## src/rtl/dct2_row_sched_if.sv

```systemverilog
// Row-stream bundle for dct2_row_sched: block control, input row stream,
// core hand-off and transformed row stream, grouped for one connection.
interface dct2_row_sched_if #(
    parameter int IN_W  = 288,
    parameter int OUT_W = 512
);
    logic             start;
    logic [1:0]       size;
    logic             in_valid;
    logic             in_ready;
    logic [IN_W-1:0]  in_row;
    logic [IN_W-1:0]  core_x;
    logic [1:0]       core_n;
    logic [OUT_W-1:0] core_y;
    logic             out_valid;
    logic             out_ready;
    logic [OUT_W-1:0] out_row;
    logic [4:0]       out_idx;
    logic             out_last;
    logic             busy;
    logic             done;

    // Scheduler side
    modport slave (
        input  start, size, in_valid, in_row, core_y, out_ready,
        output in_ready, core_x, core_n, out_valid, out_row, out_idx,
               out_last, busy, done
    );

    // Environment side: source of rows, the 1-D core and the row sink
    modport master (
        output start, size, in_valid, in_row, core_y, out_ready,
        input  in_ready, core_x, core_n, out_valid, out_row, out_idx,
               out_last, busy, done
    );
endinterface

```

## src/rtl/dct2_row_sched.sv

```systemverilog
// Row scheduler for a 2-D DCT: streams the rows of a 4/8/16/32-row block
// through an external combinational 1-D core using a two-stage pipeline
// (stage A holds the core operand, stage B the registered core result).
module dct2_row_sched #(
    parameter int IN_W  = 288,
    parameter int OUT_W = 512
) (
    input  logic            clk,
    input  logic            rst_n,
    dct2_row_sched_if.slave bus
);

    typedef enum logic [1:0] {
        IDLE  = 2'd0,
        RUN   = 2'd1,
        FLUSH = 2'd2,
        DONE  = 2'd3
    } state_t;

    state_t           state;
    logic [1:0]       size_q;
    logic [5:0]       in_cnt;
    logic [5:0]       out_cnt;
    logic             busy_q;
    logic             done_q;

    // Stage A: operand presented to the core
    logic [IN_W-1:0]  core_x_q;
    logic             a_valid;
    logic [4:0]       a_idx;

    // Stage B: registered core result
    logic [OUT_W-1:0] out_row_q;
    logic             out_valid_q;
    logic [4:0]       out_idx_q;

    logic [5:0]       rows;
    logic [5:0]       last_idx;
    logic             advance;
    logic             in_ready_c;
    logic             accept;
    logic             out_hs;
    logic             out_last_c;

    // Rows per block follow the latched size code: 4, 8, 16 or 32
    assign rows     = 6'd4 << size_q;
    assign last_idx = rows - 6'd1;

    // Stage A moves into B whenever B is empty or being drained this cycle
    assign advance    = a_valid && (!out_valid_q || bus.out_ready);
    assign in_ready_c = (state == RUN) && (in_cnt < rows) && (!a_valid || advance);
    assign accept     = bus.in_valid && in_ready_c;
    assign out_hs     = out_valid_q && bus.out_ready;
    assign out_last_c = out_valid_q && ({1'b0, out_idx_q} == last_idx);

    // Block-level control: state, size latch, row counters, busy/done flags
    always_ff @(posedge clk or negedge rst_n) begin
        if (!rst_n) begin
            state   <= IDLE;
            size_q  <= 2'b00;
            in_cnt  <= 6'd0;
            out_cnt <= 6'd0;
            busy_q  <= 1'b0;
            done_q  <= 1'b0;
        end else begin
            if (accept) begin
                in_cnt <= in_cnt + 6'd1;
            end
            if (out_hs) begin
                out_cnt <= out_cnt + 6'd1;
            end
            case (state)
                IDLE: begin
                    if (bus.start) begin
                        state   <= RUN;
                        size_q  <= bus.size;
                        in_cnt  <= 6'd0;
                        out_cnt <= 6'd0;
                        busy_q  <= 1'b1;
                    end
                end
                RUN: begin
                    // All rows taken in; remaining work is draining the pipe
                    if (in_cnt == rows) begin
                        state <= FLUSH;
                    end
                end
                FLUSH: begin
                    if (out_hs && out_last_c) begin
                        state  <= DONE;
                        done_q <= 1'b1;
                    end
                end
                DONE: begin
                    state  <= IDLE;
                    done_q <= 1'b0;
                    busy_q <= 1'b0;
                end
                default: begin
                    state  <= IDLE;
                    done_q <= 1'b0;
                    busy_q <= 1'b0;
                end
            endcase
        end
    end

    // Stage A: capture an accepted row for the core, release it when B takes it
    always_ff @(posedge clk or negedge rst_n) begin
        if (!rst_n) begin
            core_x_q <= '0;
            a_valid  <= 1'b0;
            a_idx    <= 5'd0;
        end else begin
            if (accept) begin
                core_x_q <= bus.in_row;
                a_idx    <= in_cnt[4:0];
                a_valid  <= 1'b1;
            end else if (advance) begin
                a_valid  <= 1'b0;
            end
        end
    end

    // Stage B: register the core result; hold it steady while downstream stalls
    always_ff @(posedge clk or negedge rst_n) begin
        if (!rst_n) begin
            out_row_q   <= '0;
            out_idx_q   <= 5'd0;
            out_valid_q <= 1'b0;
        end else begin
            if (advance) begin
                out_row_q   <= bus.core_y;
                out_idx_q   <= a_idx;
                out_valid_q <= 1'b1;
            end else if (out_hs) begin
                out_valid_q <= 1'b0;
            end
        end
    end

    assign bus.in_ready  = in_ready_c;
    assign bus.core_x    = core_x_q;
    assign bus.core_n    = size_q;
    assign bus.out_valid = out_valid_q;
    assign bus.out_row   = out_row_q;
    assign bus.out_idx   = out_idx_q;
    assign bus.out_last  = out_last_c;
    assign bus.busy      = busy_q;
    assign bus.done      = done_q;

endmodule

```

## src/flat_wrapper.sv

```systemverilog
// flat-port wrapper written by rule: the top's interface ports become plain ports
module dct2_row_sched_flat 
#(
    parameter int IN_W  = 288,
    parameter int OUT_W = 512
)
  (clk, rst_n, bus_start, bus_size, bus_in_valid, bus_in_row, bus_core_y, bus_out_ready, bus_in_ready, bus_core_x, bus_core_n, bus_out_valid, bus_out_row, bus_out_idx, bus_out_last, bus_busy, bus_done);
  dct2_row_sched_if #(.IN_W(IN_W), .OUT_W(OUT_W)) bus_i ();
  input  logic clk;
  input  logic rst_n;
  input wire logic [$bits(bus_i.start)-1:0] bus_start;
  input wire logic [$bits(bus_i.size)-1:0] bus_size;
  input wire logic [$bits(bus_i.in_valid)-1:0] bus_in_valid;
  input wire logic [$bits(bus_i.in_row)-1:0] bus_in_row;
  input wire logic [$bits(bus_i.core_y)-1:0] bus_core_y;
  input wire logic [$bits(bus_i.out_ready)-1:0] bus_out_ready;
  output wire logic [$bits(bus_i.in_ready)-1:0] bus_in_ready;
  output wire logic [$bits(bus_i.core_x)-1:0] bus_core_x;
  output wire logic [$bits(bus_i.core_n)-1:0] bus_core_n;
  output wire logic [$bits(bus_i.out_valid)-1:0] bus_out_valid;
  output wire logic [$bits(bus_i.out_row)-1:0] bus_out_row;
  output wire logic [$bits(bus_i.out_idx)-1:0] bus_out_idx;
  output wire logic [$bits(bus_i.out_last)-1:0] bus_out_last;
  output wire logic [$bits(bus_i.busy)-1:0] bus_busy;
  output wire logic [$bits(bus_i.done)-1:0] bus_done;
  assign bus_i.start = bus_start;
  assign bus_i.size = bus_size;
  assign bus_i.in_valid = bus_in_valid;
  assign bus_i.in_row = bus_in_row;
  assign bus_i.core_y = bus_core_y;
  assign bus_i.out_ready = bus_out_ready;
  assign bus_in_ready = bus_i.in_ready;
  assign bus_core_x = bus_i.core_x;
  assign bus_core_n = bus_i.core_n;
  assign bus_out_valid = bus_i.out_valid;
  assign bus_out_row = bus_i.out_row;
  assign bus_out_idx = bus_i.out_idx;
  assign bus_out_last = bus_i.out_last;
  assign bus_busy = bus_i.busy;
  assign bus_done = bus_i.done;
  dct2_row_sched #(.IN_W(IN_W), .OUT_W(OUT_W)) u_core (.clk(clk), .rst_n(rst_n), .bus(bus_i));
endmodule
```

## config.mk

```make
export PLATFORM = sky130hd
export DESIGN_NAME = dct2_row_sched_flat
export DESIGN_NICKNAME = d
export VERILOG_FILES = /design/src/rtl/dct2_row_sched_if.sv /design/src/rtl/dct2_row_sched.sv /design/src/flat_wrapper.sv
export SDC_FILE = /design/constraint.sdc
export NUM_CORES = 1
export LEC_CHECK = 0
export ABC_CLOCK_PERIOD_IN_PS = 2730
export CORE_AREA = 2 2 640 642
export DETAILED_ROUTE_END_ITERATION = 8
export DIE_AREA = 0 0 642 644
export PLACE_DENSITY_LB_ADDON = 0.2
export SLEW_MARGIN = 30
export SYNTH_ARGS = -nofsm -noshare
export SYNTH_HDL_FRONTEND = slang
export SYNTH_SLANG_ARGS = --single-unit
```

## constraint.sdc

```tcl
create_clock -name clk -period 2.73 [get_ports clk]
set_input_delay 0.273 -clock clk [delete_from_list [all_inputs] [get_ports clk]]
set_output_delay 0.273 -clock clk [all_outputs]
set_load 0.02 [all_outputs]
```

==> impl_results.rst <==
.. list-table::
   :header-rows: 1

   * - Metric
     - Value
   * - Clock Pin Slew Worst Setup and Hold Paths
     - 60 ps
   * - Share of synthesized flip-flops with an asynchronous set or reset
     - 1.00
   * - Total design power
     - 0.0777 W
   * - Final sum of negative setup slack
     - 0 ps
   * - Critical Path RT
     - between 2000 and 2500 ps
   * - Adder and majority gate portion of the synthesized area
     - 0.00405
   * - # nets final
     - 5645
   * - Gp weighted congestion
     - roughly 0.92
   * - Floorplan Core Area
     - 408000 µm²
   * - Primary flip-flop cell chosen by synthesis mapping
     - sky130_fd_sc_hd__dfrtp_1
   * - Initial DRC count
     - roughly 1100
   * - Upper clock frequency limit
     - 369 MHz
   * - Area enclosed by the die boundary
     - between 400000 and 500000 µm²
   * - DIE WIDTH
     - 642 µm
   * - Post-Synthesis Cell Area
     - 30900 µm²
   * - Largest buffer count on any clock path
     - 4
   * - Antenna violations before repair
     - 125
   * - H-tree depth reported by CTS
     - 3
   * - Multiplexer fraction of the synthesized cell area
     - 0.190
   * - Cell row count
     - 235
   * - Mapped Nets
     - 3242
   * - Met1 GRT Util
     - 0.129
   * - GR Layer Usage met2
     - 0.224
   * - Critical path's top delay family
     - flip-flops
   * - Type of element launching the critical path
     - flop
   * - Final period demand of the worst path
     - around 2700 ps
   * - First-pass GRT wire length
     - approximately 340000 µm
   * - Maximum number of pins on one net before global-route repair
     - 73
   * - Count of nets left with antenna violations after detail routing
     - 0
   * - Critical-path cell list
     - or2_4 -> ha_4 -> o21a_1 -> o21ba_4 -> nor2_4 -> buf_6
   * - Outcome
     - completed
   * - Flop and latch count out of synthesis
     - 824
   * - Worst Max-Slew Pin Slew
     - 818 ps
   * - Slew headroom
     - 0.453
   * - Fill cell count
     - 45600
   * - Worst IR drop on VDD
     - 0.565 mV
   * - Worst setup path class
     - reg -> out
   * - Synth Area in XOR/XNOR
     - 0.000850
   * - Routed wire length
     - 265000 µm
   * - Count of cell types in the netlist
     - 39
   * - Met3 track demand over resource in global routing
     - 0.0582
   * - Avg Vias per Cell
     - ~2.8
   * - CP max-delay cell
     - sky130_fd_sc_hd__dfrtp_2
   * - Grt ovf
     - 0
   * - TritonCTS clock tree
     - done
   * - Max-slew violations
     - 0
   * - Top-level port count
     - 1619
   * - Highest-utilization routing layer at the global route stage
     - met2
   * - Effective utilization at floorplan
     - 0.0759
   * - Synth-to-Final Area Change
     - 112%
   * - Number of input and output port buffers inserted
     - 1618
   * - Post-synth EDFFs
     - 0
   * - Average wire per cell in the routed design
     - about 25 µm
   * - P per Cell Area
     - 1190 nW/µm²
   * - Worst stage delay on the critical path
     - roughly 440 ps
   * - Number of failing setup endpoints in the final timing report
     - 0
   * - Number of DRC violations after detailed routing
     - 0
   * - Sequential share of the synthesized area
     - 0.667
   * - Cell count after synthesis
     - between 2000 and 2500
   * - Count of final hold-check violations
     - 0
   * - Proportion of layout cells with a drive suffix above 1
     - 0.171
   * - Half-perimeter wire length after placement
     - 226000 µm
   * - Root Buffer Master
     - sky130_fd_sc_hd__clkbuf_16
   * - Maximum fanout count along the critical path
     - 7
   * - Die span in y
     - 644 µm
   * - Buf+Inv Stages, Crit Path
     - 1
   * - Area fraction in compound gates after synthesis
     - 0.00542
   * - Post-synthesis area per instance
     - 12.8 µm²
   * - CP endpoint kind
     - output port
   * - Detailed-router iteration count before antenna repair
     - 5
   * - Synth Area in Simple Gates
     - 0.113
   * - Inserted Clock Buffers
     - roughly 120
   * - Worst EP arrival
     - 2440 ps
   * - Hold Slack
     - just under 90 ps
   * - Source-to-sink clock delay at the later pin of the worst-skew pair
     - 880 ps
   * - Share of the cycle needed by the critical path after routing
     - 0.994
   * - Setup repair after global routing missed its margin
     - yes
   * - Max Cap Violations
     - 0
   * - Warning count from the yosys run
     - 0
   * - Non-filler cells, final
     - around 10000
   * - Dpl cells
     - 9463
   * - Via count
     - 28900
   * - Cell leakage power
     - 26.9 nW
   * - Type of the most critical hold path
     - in -> reg
   * - Number of global-route vias before repair
     - roughly 31000
   * - Dominant combinational cell family by area after synthesis
     - multiplexers
   * - Overall global routing resource usage
     - 0.124
   * - Worst-case clock skew
     - 76.1 ps
   * - Total number of clock tree sinks
     - 824
   * - Placement Setup Slack
     - -13.5 ps
   * - Final worst setup slack
     - ~17 ps
area by class of cell:
| class | count | area (µm²) | share of cell area |
|---|---|---|---|
| Timing Repair Buffer | 2405 | 24200 | 0.369 |
| Sequential cell | 824 | 20600 | 0.315 |
| Multi-Input combinational cell | 1468 | 9750 | 0.149 |
| Tap cell | 5451 | 6820 | 0.104 |
| Clock buffer | 166 | 3490 | 0.0533 |
| Clock inverter | 51 | 558 | 0.00852 |
| Antenna cell | 25 | 62.6 | 0.000955 |
| Inverter | 8 | 30.0 | 0.000458 |
layer usage:
metal / vias up / wire length, µm
met1: 14500 / 95300
met2: 1185 / 135000
met3: 359 / 27600
met5: - / 92
li1: 12800 / -
met4: 14 / 7170
power breakdown:
group / switching (W) / internal (W) / total [W]
Clock: 0.00675 / 0.00981 / 0.0166
Combinational: 0.0219 / 0.0167 / 0.0387
Sequential: 0.00431 / 0.0182 / 0.0225
Total: 0.0330 / 0.0447 / 0.0777
cell usage in the layout (no fill, tap or decap), types with 5 or more instances in the layout:
cell,synthesis,layout
sky130_fd_sc_hd__clkbuf_16,0,124
sky130_fd_sc_hd__ha_1,10,8
sky130_fd_sc_hd__a21oi_1,6,5
sky130_fd_sc_hd__inv_1,8,8
sky130_fd_sc_hd__buf_4,0,78
sky130_fd_sc_hd__diode_2,0,25
sky130_fd_sc_hd__nand2_1,884,883
sky130_fd_sc_hd__clkdlybuf4s50_1,0,1604
sky130_fd_sc_hd__mux2_2,519,519
sky130_fd_sc_hd__o21ai_0,6,6
sky130_fd_sc_hd__clkbuf_1,21,18
sky130_fd_sc_hd__buf_12,0,25
sky130_fd_sc_hd__clkinv_2,0,28
sky130_fd_sc_hd__dlygate4sd3_1,0,686
sky130_fd_sc_hd__clkbuf_8,0,25
sky130_fd_sc_hd__bufinv_16,0,10
sky130_fd_sc_hd__buf_6,0,5
sky130_fd_sc_hd__dfrtp_1,824,822
sky130_fd_sc_hd__clkinvlp_4,0,6
cell families (layout without fill, tap and decap cells):
kind of cell	count (synthesis)	after routing
and+or+nand+nor	910	910
DFF	824	824
muxes	521	521
buffers and inverters	133	2630
AOI/OAI and AO/OA	24	24
adders and majority gates	10	10
xor gates and xnor gates	3	3
other	0	25
worst reg2reg max path, delay by kind of cell, from the launching register on:
family	cells	cell delay, ps
buffers and inverters	2	750
and+or+nand+nor	4	660
DFF	1	440
AOI/OAI and AO/OA	2	460
adders and majority gates	1	210
what timing repair did:
item / 4_1_cts / 5_1_grt
setup endpoints to repair: 104 / 140
setup buffers: 5 / 0
gates cloned: 0 / 1
pin swaps: 0 / 2
hold buffers: 687 / 0
resized for setup: 23 / 8
endpoints found under the hold margin: 1032 / 0
stage by stage:
stage,utilization,area [µm²]
finish,0.161,65500
global route,0.161,65500
CTS,0.160,65400
detailed placement,0.133,54400
global placement,0.133,54400
floorplan,-,30900
cell usage after synthesis (3+ instances only):
cell | number | area share
sky130_fd_sc_hd__buf_2 | 103 | 0.017
sky130_fd_sc_hd__clkbuf_1 | 21 | 0.0025
sky130_fd_sc_hd__nand2_1 | 884 | 0.11
sky130_fd_sc_hd__ha_1 | 10 | 0.0040
sky130_fd_sc_hd__inv_1 | 8 | 0.00097
sky130_fd_sc_hd__xnor2_1 | 3 | 0.00085
sky130_fd_sc_hd__nor2_1 | 3 | 0.00036
sky130_fd_sc_hd__o21ai_0 | 6 | 0.00097
sky130_fd_sc_hd__nand2b_1 | 4 | 0.00081
sky130_fd_sc_hd__nand3_1 | 5 | 0.00081
sky130_fd_sc_hd__mux2_2 | 519 | 0.19
sky130_fd_sc_hd__dfrtp_1 | 824 | 0.67
sky130_fd_sc_hd__a21oi_1 | 6 | 0.00097
sequential cells by signal, indices dropped and copies added, names as in the netlist:
register,cells
u_core.bus.out_valid,1
u_core.bus.core_x,288
u_core.bus.out_idx,5
u_core.bus.busy,1
u_core.a_valid,1
u_core.a_idx,5
u_core.bus.core_n,2
u_core.in_cnt,6
u_core.bus.out_row,512
u_core.bus.done,1
u_core.state,2
final timing paths:
path	from	end	slack, ps	cells past startpoint
min reg2reg	u_core.bus.core_x[139]	u_core.bus.core_x[139]	470	2
max	u_core.bus.core_n[1]	bus_in_ready	20	6
max in group asynchronous	rst_n	u_core.bus.out_row[374]	1780	4
min	bus_core_y[21]	u_core.bus.out_row[21]	90	2
min in group asynchronous	rst_n	u_core.bus.out_row[511]	160	3
max reg2reg	u_core.bus.core_n[1]	u_core.bus.core_x[152]	100	9
Note: power is estimated with default switching activity, not from simulation.
